===== src/rtl/fp16_round_pack.sv =====
// fp16_round_pack: normalize, round-to-nearest-even and pack a raw binary16 product, two-stage valid/ready pipeline.
// Optional macro SUBNORMAL_EN: tiny results become rounded subnormals instead of flushing to zero.
module fp16_round_pack #(
    parameter int EW = 7,
    parameter int MW = 22
) (
    input  logic          CLK,
    input  logic          RST_N,
    input  logic          IN_VALID,
    output logic          IN_READY,
    input  logic          IN_SIGN,
    input  logic [EW-1:0] IN_EXP,
    input  logic [MW-1:0] IN_MANT,
    output logic          OUT_VALID,
    input  logic          OUT_READY,
    output logic [15:0]   Q,
    output logic [4:0]    FLAGS
);

`ifdef SUBNORMAL_EN
    // The hidden bit is only needed when denormalizing.
    localparam int SIG_W = 11;
`else
    localparam int SIG_W = 10;
`endif

    logic             s1_valid_reg;
    logic             s1_sign_reg;
    logic [EW:0]      s1_exp_reg;
    logic [SIG_W-1:0] s1_sig_reg;
    logic             s1_g_reg;
    logic             s1_s_reg;
    logic             s1_zero_reg;

    logic             out_valid_reg;
    logic [15:0]      q_reg;
    logic [4:0]       flags_reg;

    logic             s1_adv;
    logic             s2_adv;

    logic             inc;
    logic [10:0]      frac_sum;
    logic [EW:0]      exp_r;
    logic             tiny;
    logic [15:0]      q_next;
    logic [4:0]       flags_next;

    assign s2_adv    = !out_valid_reg || OUT_READY;
    assign s1_adv    = !s1_valid_reg || s2_adv;
    assign IN_READY  = s1_adv;
    assign OUT_VALID = out_valid_reg;
    assign Q         = q_reg;
    assign FLAGS     = flags_reg;

    always_ff @(posedge CLK or negedge RST_N) begin
        if (!RST_N) begin
            s1_valid_reg <= 1'b0;
            s1_sign_reg  <= 1'b0;
            s1_exp_reg   <= '0;
            s1_sig_reg   <= '0;
            s1_g_reg     <= 1'b0;
            s1_s_reg     <= 1'b0;
            s1_zero_reg  <= 1'b0;
        end else if (s1_adv) begin
            s1_valid_reg <= IN_VALID;
            if (IN_VALID) begin
                s1_sign_reg <= IN_SIGN;
                s1_zero_reg <= (IN_MANT == '0);
                // A product in [2,4) gains one exponent step.
                s1_exp_reg  <= {IN_EXP[EW-1], IN_EXP} + {{EW{1'b0}}, IN_MANT[MW-1]};
                if (IN_MANT[MW-1]) begin
                    s1_sig_reg <= IN_MANT[MW-11 +: SIG_W];
                    s1_g_reg   <= IN_MANT[MW-12];
                    s1_s_reg   <= |IN_MANT[MW-13:0];
                end else begin
                    s1_sig_reg <= IN_MANT[MW-12 +: SIG_W];
                    s1_g_reg   <= IN_MANT[MW-13];
                    s1_s_reg   <= |IN_MANT[MW-14:0];
                end
            end
        end
    end

`ifdef SUBNORMAL_EN
    logic [EW:0]  amt_full;
    logic [3:0]   amt;
    logic [23:0]  sh_vec;
    logic         sub_g;
    logic         sub_s;
    logic         sub_inexact;
    logic [10:0]  sub_sum;

    // Denormalize: bits shifted past the guard position fold into sticky; carry into bit 10 yields the smallest normal.
    always_comb begin
        amt_full    = (EW+1)'(1) - s1_exp_reg;
        amt         = (amt_full > (EW+1)'(12)) ? 4'd12 : amt_full[3:0];
        sh_vec      = {s1_sig_reg, s1_g_reg, 12'd0} >> amt;
        sub_g       = sh_vec[12];
        sub_s       = (|sh_vec[11:0]) | s1_s_reg;
        sub_sum     = sh_vec[23:13] + {10'd0, sub_g & (sub_s | sh_vec[13])};
        sub_inexact = sub_g | sub_s;
    end
`endif

    always_comb begin
        inc        = s1_g_reg & (s1_s_reg | s1_sig_reg[0]);
        frac_sum   = {1'b0, s1_sig_reg[9:0]} + {10'd0, inc};
        exp_r      = s1_exp_reg + {{EW{1'b0}}, frac_sum[10]};
        tiny       = s1_exp_reg[EW] || (s1_exp_reg == '0);
        q_next     = {s1_sign_reg, 15'd0};
        flags_next = 5'b00000;
        if (s1_zero_reg) begin
            q_next     = {s1_sign_reg, 15'd0};
            flags_next = 5'b00000;
        end else if (tiny) begin
`ifdef SUBNORMAL_EN
            q_next     = {s1_sign_reg, 4'd0, sub_sum};
            flags_next = {2'b00, sub_inexact, 1'b0, sub_inexact};
`else
            q_next     = {s1_sign_reg, 15'd0};
            flags_next = 5'b00101;
`endif
        end else if (exp_r >= (EW+1)'(31)) begin
            q_next     = {s1_sign_reg, 5'h1F, 10'd0};
            flags_next = 5'b00011;
        end else begin
            q_next     = {s1_sign_reg, exp_r[4:0], frac_sum[9:0]};
            flags_next = {4'b0000, s1_g_reg | s1_s_reg};
        end
    end

    always_ff @(posedge CLK or negedge RST_N) begin
        if (!RST_N) begin
            out_valid_reg <= 1'b0;
            q_reg         <= 16'h0000;
            flags_reg     <= 5'b00000;
        end else if (s2_adv) begin
            out_valid_reg <= s1_valid_reg;
            if (s1_valid_reg) begin
                q_reg     <= q_next;
                flags_reg <= flags_next;
            end
        end
    end

endmodule


===== config.mk =====
export PLATFORM = sky130hd
export DESIGN_NAME = fp16_round_pack
export DESIGN_NICKNAME = d
export VERILOG_FILES = /design/src/rtl/fp16_round_pack.sv
export SDC_FILE = /design/constraint.sdc
export NUM_CORES = 1
export LEC_CHECK = 0
export ABC_AREA = 1
export CAP_MARGIN = 40
export CORE_ASPECT_RATIO = 0.75
export CORE_MARGIN = 5
export CORE_UTILIZATION = 45
export CTS_BUF_LIST = sky130_fd_sc_hd__clkbuf_16
export DETAILED_ROUTE_END_ITERATION = 10
export HOLD_SLACK_MARGIN = 0.12
export PLACE_DENSITY = 0.88
export SKIP_LAST_GASP = 1
export SYNTH_ARGS = -nofsm -noshare
export SYNTH_HDL_FRONTEND = slang
export SYNTH_SLANG_ARGS = --single-unit
export TNS_END_PERCENT = 1

===== constraint.sdc =====
create_clock -name CLK -period 2.59 [get_ports CLK]
set_clock_uncertainty 0.1 [all_clocks]
set_input_delay 0.777 -clock CLK [delete_from_list [all_inputs] [get_ports CLK]]
set_output_delay 0.777 -clock CLK [all_outputs]
set_load 0.02 [all_outputs]

Yosys cells after proc, flatten, opt, wreduce, memory -nomap -nowiden:

Cells that the tools add are included.

* output and inout port bits: 23
* bits of input ports: 34
* register bits after elaboration: 45

* mux-type cells: 9
* reductions and logical operators: 11
* order comparisons: 1
* bitwise logic cells: 3
* add/sub/neg operators: 3

Operator list (number)
* 15-bit 2-to-1 mux: 3
* 22-bit zero test: 1
* 10-bit by 1-bit adder with 11-bit output: 1
* 10-bit 2-to-1 mux: 1
* 10-bit OR reduction: 1
* 9-bit OR reduction: 1
* 7-bit by 2-bit adder with 8-bit output: 1
* 8-bit by 1-bit adder with 8-bit output: 1
* 8-bit by 5-bit greater-or-equal comparator with 1-bit output, second input constant: 1
* 8-bit zero test: 1
* 3-bit 2-to-1 mux: 2
* 2-bit AND reduction: 2
* 1-bit logical OR: 3
* 1-bit zero test: 2
* 1-bit 2-to-1 mux: 2
* 2-bit 2-to-1 mux: 1
* 1-bit bitwise OR: 2
* 1-bit bitwise AND: 1

Longest topological paths before layout:

* depth in word-level cells: 8
* depth in mapped cells: 19

Worst setup path after synthesis:

Ideal clock, no wire load.

* path type: register to register
* from: reg s1_g_reg
* to: reg q_reg[8], in the netlist Q[8]
* path buffers: 1
* data arrival time: 2.194 ns
* stages on the path, launching flop included: 20
* slack: 0.178 ns
* setup time: 0.118 ns
* data required time: 2.372 ns
* cell sequence: dfrtp_1 -> inv_1 -> nor2_1 -> ha_1 -> ha_1 -> nand3_1 -> nor2_1 -> nand3_1 -> nor2_1 -> ha_1 -> nand2_2 -> nor2_1 -> nand2_1 -> nand2_1 -> nand2_1 -> nand2_2 -> nor2_4 -> buf_6 -> nand3b_1 -> nand2_1

* cells in the longest elaborated chain, start to end: 7

RTL lines
* start, declared: RTL line 31 `logic s1_g_reg;`
* start signal, assigned: RTL line 74 `s1_g_reg <= IN_MANT[MW-12];`
* start signal, assigned: RTL line 78 `s1_g_reg <= IN_MANT[MW-13];`
* 1-bit bitwise AND (*): RTL line 107 `inc = s1_g_reg & (s1_s_reg | s1_sig_reg[0]);`
* 10-bit by 1-bit adder with 11-bit output (*): RTL line 108 `frac_sum = {1'b0, s1_sig_reg[9:0]} + {10'd0, inc};`
* 8-bit by 1-bit adder with 8-bit output: RTL line 109 `exp_r = s1_exp_reg + {{EW{1'b0}}, frac_sum[10]};`
* 8-bit by 5-bit greater-or-equal comparator with 1-bit output: RTL line 124 `end else if (exp_r >= (EW+1)'(31)) begin`
* 15-bit 2-to-1 mux (*): RTL line 124
* 15-bit 2-to-1 mux (*): RTL line 116 `end else if (tiny) begin`
* 15-bit 2-to-1 mux (*): RTL line 113 `if (s1_zero_reg) begin`
* end signal, assigned: RTL line 141 `q_reg <= q_next;`
* end, declared: RTL line 36 `logic [15:0] q_reg;`

Every way passes the cells marked *; elsewhere a longest branch is shown, timed or not.
A chain may end at the register's enable or synchronous reset.

Worst setup path after layout:

* from: reg s1_sig_reg[0]
* to: reg q_reg[1], in the netlist Q[1]

* cells in the longest elaborated chain, start to end: 8

RTL lines
* start, declared: RTL line 30 `logic [SIG_W-1:0] s1_sig_reg;`
* start signal, assigned: RTL line 73 `s1_sig_reg <= IN_MANT[MW-11 +: SIG_W];`
* start signal, assigned: RTL line 77 `s1_sig_reg <= IN_MANT[MW-12 +: SIG_W];`
* 1-bit bitwise OR: RTL line 107
* 1-bit bitwise AND: RTL line 107
* 10-bit by 1-bit adder with 11-bit output (*): RTL line 108
* 8-bit by 1-bit adder with 8-bit output: RTL line 109
* 8-bit by 5-bit greater-or-equal comparator with 1-bit output: RTL line 124
* 15-bit 2-to-1 mux (*): RTL line 124
* 15-bit 2-to-1 mux (*): RTL line 116
* 15-bit 2-to-1 mux (*): RTL line 113

Marks and branches as above.

==> key figures <==
Drt
  • DR iter-0 viols: 133
  • DRC errors left: 0
  • DR vias: 2325
  • Total Wirelength: 6.36 mm
  • Drt first pass iters: 5
  • ANT nets after route: 0
  • Via/cell ratio: about 5
  • Detailed-route wire length per cell: 13.9 µm

Power
  • Peak supply drop: 0.284 mV
  • Pwr per Cell Area: 683 mW/mm²
  • Leakage: 1.59 nW

Clock tree
  • Clk Latency, worst-skew pair: 0.29 ns
  • TritonCTS clock tree: yes
  • CTS Buf Count: 5
  • H-tree levels: 2
  • Clock transition at path regs: about 0.06 ns
  • Clock Path Buffers: 2
  • Root buffer cell: clkbuf_16
  • Sink Count: 43

Logic synthesis
  • Yosys warnings: 0
  • Most numerous cell in the Yosys netlist: nand2_1
  • Mapped Area: roughly 0.0024 mm²
  • Main area contributors after synthesis: dfrtp_1, nand2_1, nor2_1
  • Post-synth top cells: nand2_1, dfrtp_1, nor2_1
  • Area leader, netlist: dfrtp_1
  • Count of different cell masters after synthesis: 32
  • Post-synth top area share: 45.3%
  • Seq/Total Area, Yosys: 45.3%
  • Cells after Synth: approximately 320
  • Ys async rst share: 100%
  • Number of flops mapped to enable cells by yosys: 0
  • Syn avg cell area: 7.49 µm²
  • Dominant synthesized flop cell: dfrtp_1
  • Seq cells post-synth: 43

Global route
  • Initial antenna violation count: 0
  • Grt total ovfl: 0
  • GRT Util Overall: 19.3%
  • Largest net degree at the start of global routing: 44
  • First-pass GRT wire length: 10.3 mm
  • Vias in the first global route: 2224

Finish
  • Antenna Cells: 0
  • Final net count: roughly 430
  • Max reg flops: 16
  • Share of cells above drive strength 1: 13.0%
  • Final instance area: 0.00333 mm²
  • Area Overhead vs Synth: 40.3%

Die
  • Cell Rows: 22
  • Core region area: 0.00501 mm²
  • Die Ht: 72.9 µm
  • Die W: about 94 µm
  • Initial Util: a little under half
  • Area of the die: 0.00684 mm²
  • # IOs: 57

Setup path
  • Reg2reg end: Q[1]$_DFFE_PN0P_
  • CP arrival: 2.69 ns
  • Crit path launch type: register
  • Kind of critical path: reg -> reg
  • Worst Reg-to-Reg Cells: 19
  • Reg2Reg Launch Point: s1_sig_reg[0]$_DFFE_PN0P_
  • CP required: 2.67 ns
  • Worst-path fanout max: 6
  • Reg2reg setup slack: -0.02 ns
  • CP endpoint kind: register

STA
  • Final Hold Vio Count: 0
  • Number of setup violations in the final report: 6
  • Period utilisation layout: 101%
  • Clock period minus worst slack: 2.61 ns
  • Final slew viol count: 0
  • Max Freq: ~380 MHz
  • Final WS setup: -0.0231 ns
  • Unrepaired setup endpoints after global routing: yes
  • Max transition margin: about 64%
  • Worst Max-Slew Pin Slew: 0.535 ns

Placed design
  • Global placement routability congestion: just under 0.9
  • Area after DPL: approximately 0.0030 mm²
  • IO Port Bufs: 54
  • Pre-CTS WS: -0.364 ns
  • Final HPWL DP: approximately 4.5 mm

Min path
  • Min-Delay Endpoint: FLAGS[1]$_DFFE_PN0P_
  • Worst hold start: FLAGS[1]$_DFFE_PN0P_
  • Hold path cells: 2
  • HP Class: reg -> reg

Outcome
  • Violated checks: negative setup slack
  • Outcome: finished with violations

Job
  • Total of max-cap violations: 0
-- worst max-delay path, stage by stage, from the launching register on --
cell     delay (ns)
dfrtp_1        0.39
nor2_2         0.05
nor2_1         0.09
ha_2           0.22
ha_4           0.15
nand3_4        0.07
nor2_4         0.11
nand3_2        0.11
nor2_4         0.18
ha_4           0.17
nand2_4        0.08
nor2_4         0.10
buf_4          0.12
nand2_1        0.07
nand2_1        0.09
nand2_2        0.07
nand2_4        0.12
nor2_4         0.07
nand3_1        0.08
nand2_1        0.06
-- worst max path at each step --
stage                                    startpoint                    to  depth (start not counted)
after global routing      s1_sig_reg[0]$_DFFE_PN0P_      Q[0]$_DFFE_PN0P_                         19
final                     s1_sig_reg[0]$_DFFE_PN0P_      Q[1]$_DFFE_PN0P_                         19
after detailed placement                  OUT_READY              IN_READY                          4
after floorplan                s1_g_reg$_DFFE_PN0P_      Q[8]$_DFFE_PN0P_                         19
after global placement                    OUT_READY              IN_READY                          4
after CTS                 s1_sig_reg[0]$_DFFE_PN0P_  FLAGS[0]$_DFFE_PN0P_                         18
-- layout make-up --
class / count / area, µm²
clock inverters: 2 / 8.76
inverters: 30 / 113
multi-input cells: 234 / 1260
clock buffers: 5 / 125
repair buffers: 71 / 658
fillers: 423 / 1680
well taps: 72 / 90.1
flip-flops and latches: 43 / 1080
-- power breakdown --
part / switching (mW) / internal, mW / leakage (nW) / total [mW]
logic: 0.431 / 0.347 / 0.997 / 0.777
registers: 0.108 / 0.803 / 0.528 / 0.910
clock network: 0.241 / 0.346 / 0.0671 / 0.587
-- placed cells by master (no fill, tap or decap), drive strengths merged --
cell | synthesis | layout
nand2 | 107 | 107
clkdlybuf4s50 | 0 | 52
dfrtp | 43 | 43
nor2 | 38 | 39
inv | 30 | 30
nand3 | 26 | 26
o21ai | 19 | 19
buf | 5 | 19
a31oi | 6 | 6
ha | 6 | 6
xor2 | 5 | 5
clkbuf | 7 | 5
a21oi | 4 | 4
xnor2 | 3 | 3
nand4 | 3 | 3
nor4 | 3 | 3
nand3b | 2 | 2
o211ai | 2 | 2
nor3 | 2 | 2
conb | 1 | 2
clkinv | 0 | 2
a22oi | 1 | 1
o22ai | 1 | 1
o31ai | 1 | 1
and2 | 1 | 1
a22o | 1 | 1
-- what timing repair did --
action,4_1_cts,5_1_grt
setup endpoints to repair,18,17
hold buffers,0,0
resized for setup,26,6
pin swaps,11,14
gates cloned,1,0
buffers inserted,3,1
-- metrics by stage --
stage / hold slack [ns] / utilization (%) / std cells / setup TNS, ns / total power, mW
2_1_floorplan: 0.350 / - / 318 / 0 / 1.29
3_3_place_gp: 0.361 / 60.5 / 445 / -0.394 / 1.60
3_5_place_dp: 0.371 / 60.5 / 445 / -3.07 / 1.62
4_1_cts: 0.385 / 65.9 / 456 / -0.0736 / 2.26
5_1_grt: 0.409 / 66.5 / 457 / -2.20 / 2.39
6_report: 0.381 / 66.5 / 457 / -0.0806 / 2.27
-- kinds of logic after synthesis --
kind of cell	after synthesis	synth area share [%]
compound gates	35	8.49
xor+xnor	8	2.95
fa+ha+maj	6	3.16
buf+inv	42	7.64
flops	43	45.3
other cells	1	0.158
simple gates	182	32.3
-- per-layer routing --
layer	wire length (µm)	vias to the layer above	track usage, %
li1	-	1145	-
met1	3020	1062	27.1
met2	2780	106	29.3
met3	425	12	3.92
met4	132	0	7.53
met5	0	-	0
No activity file was read; power rests on OpenSTA's default activity.
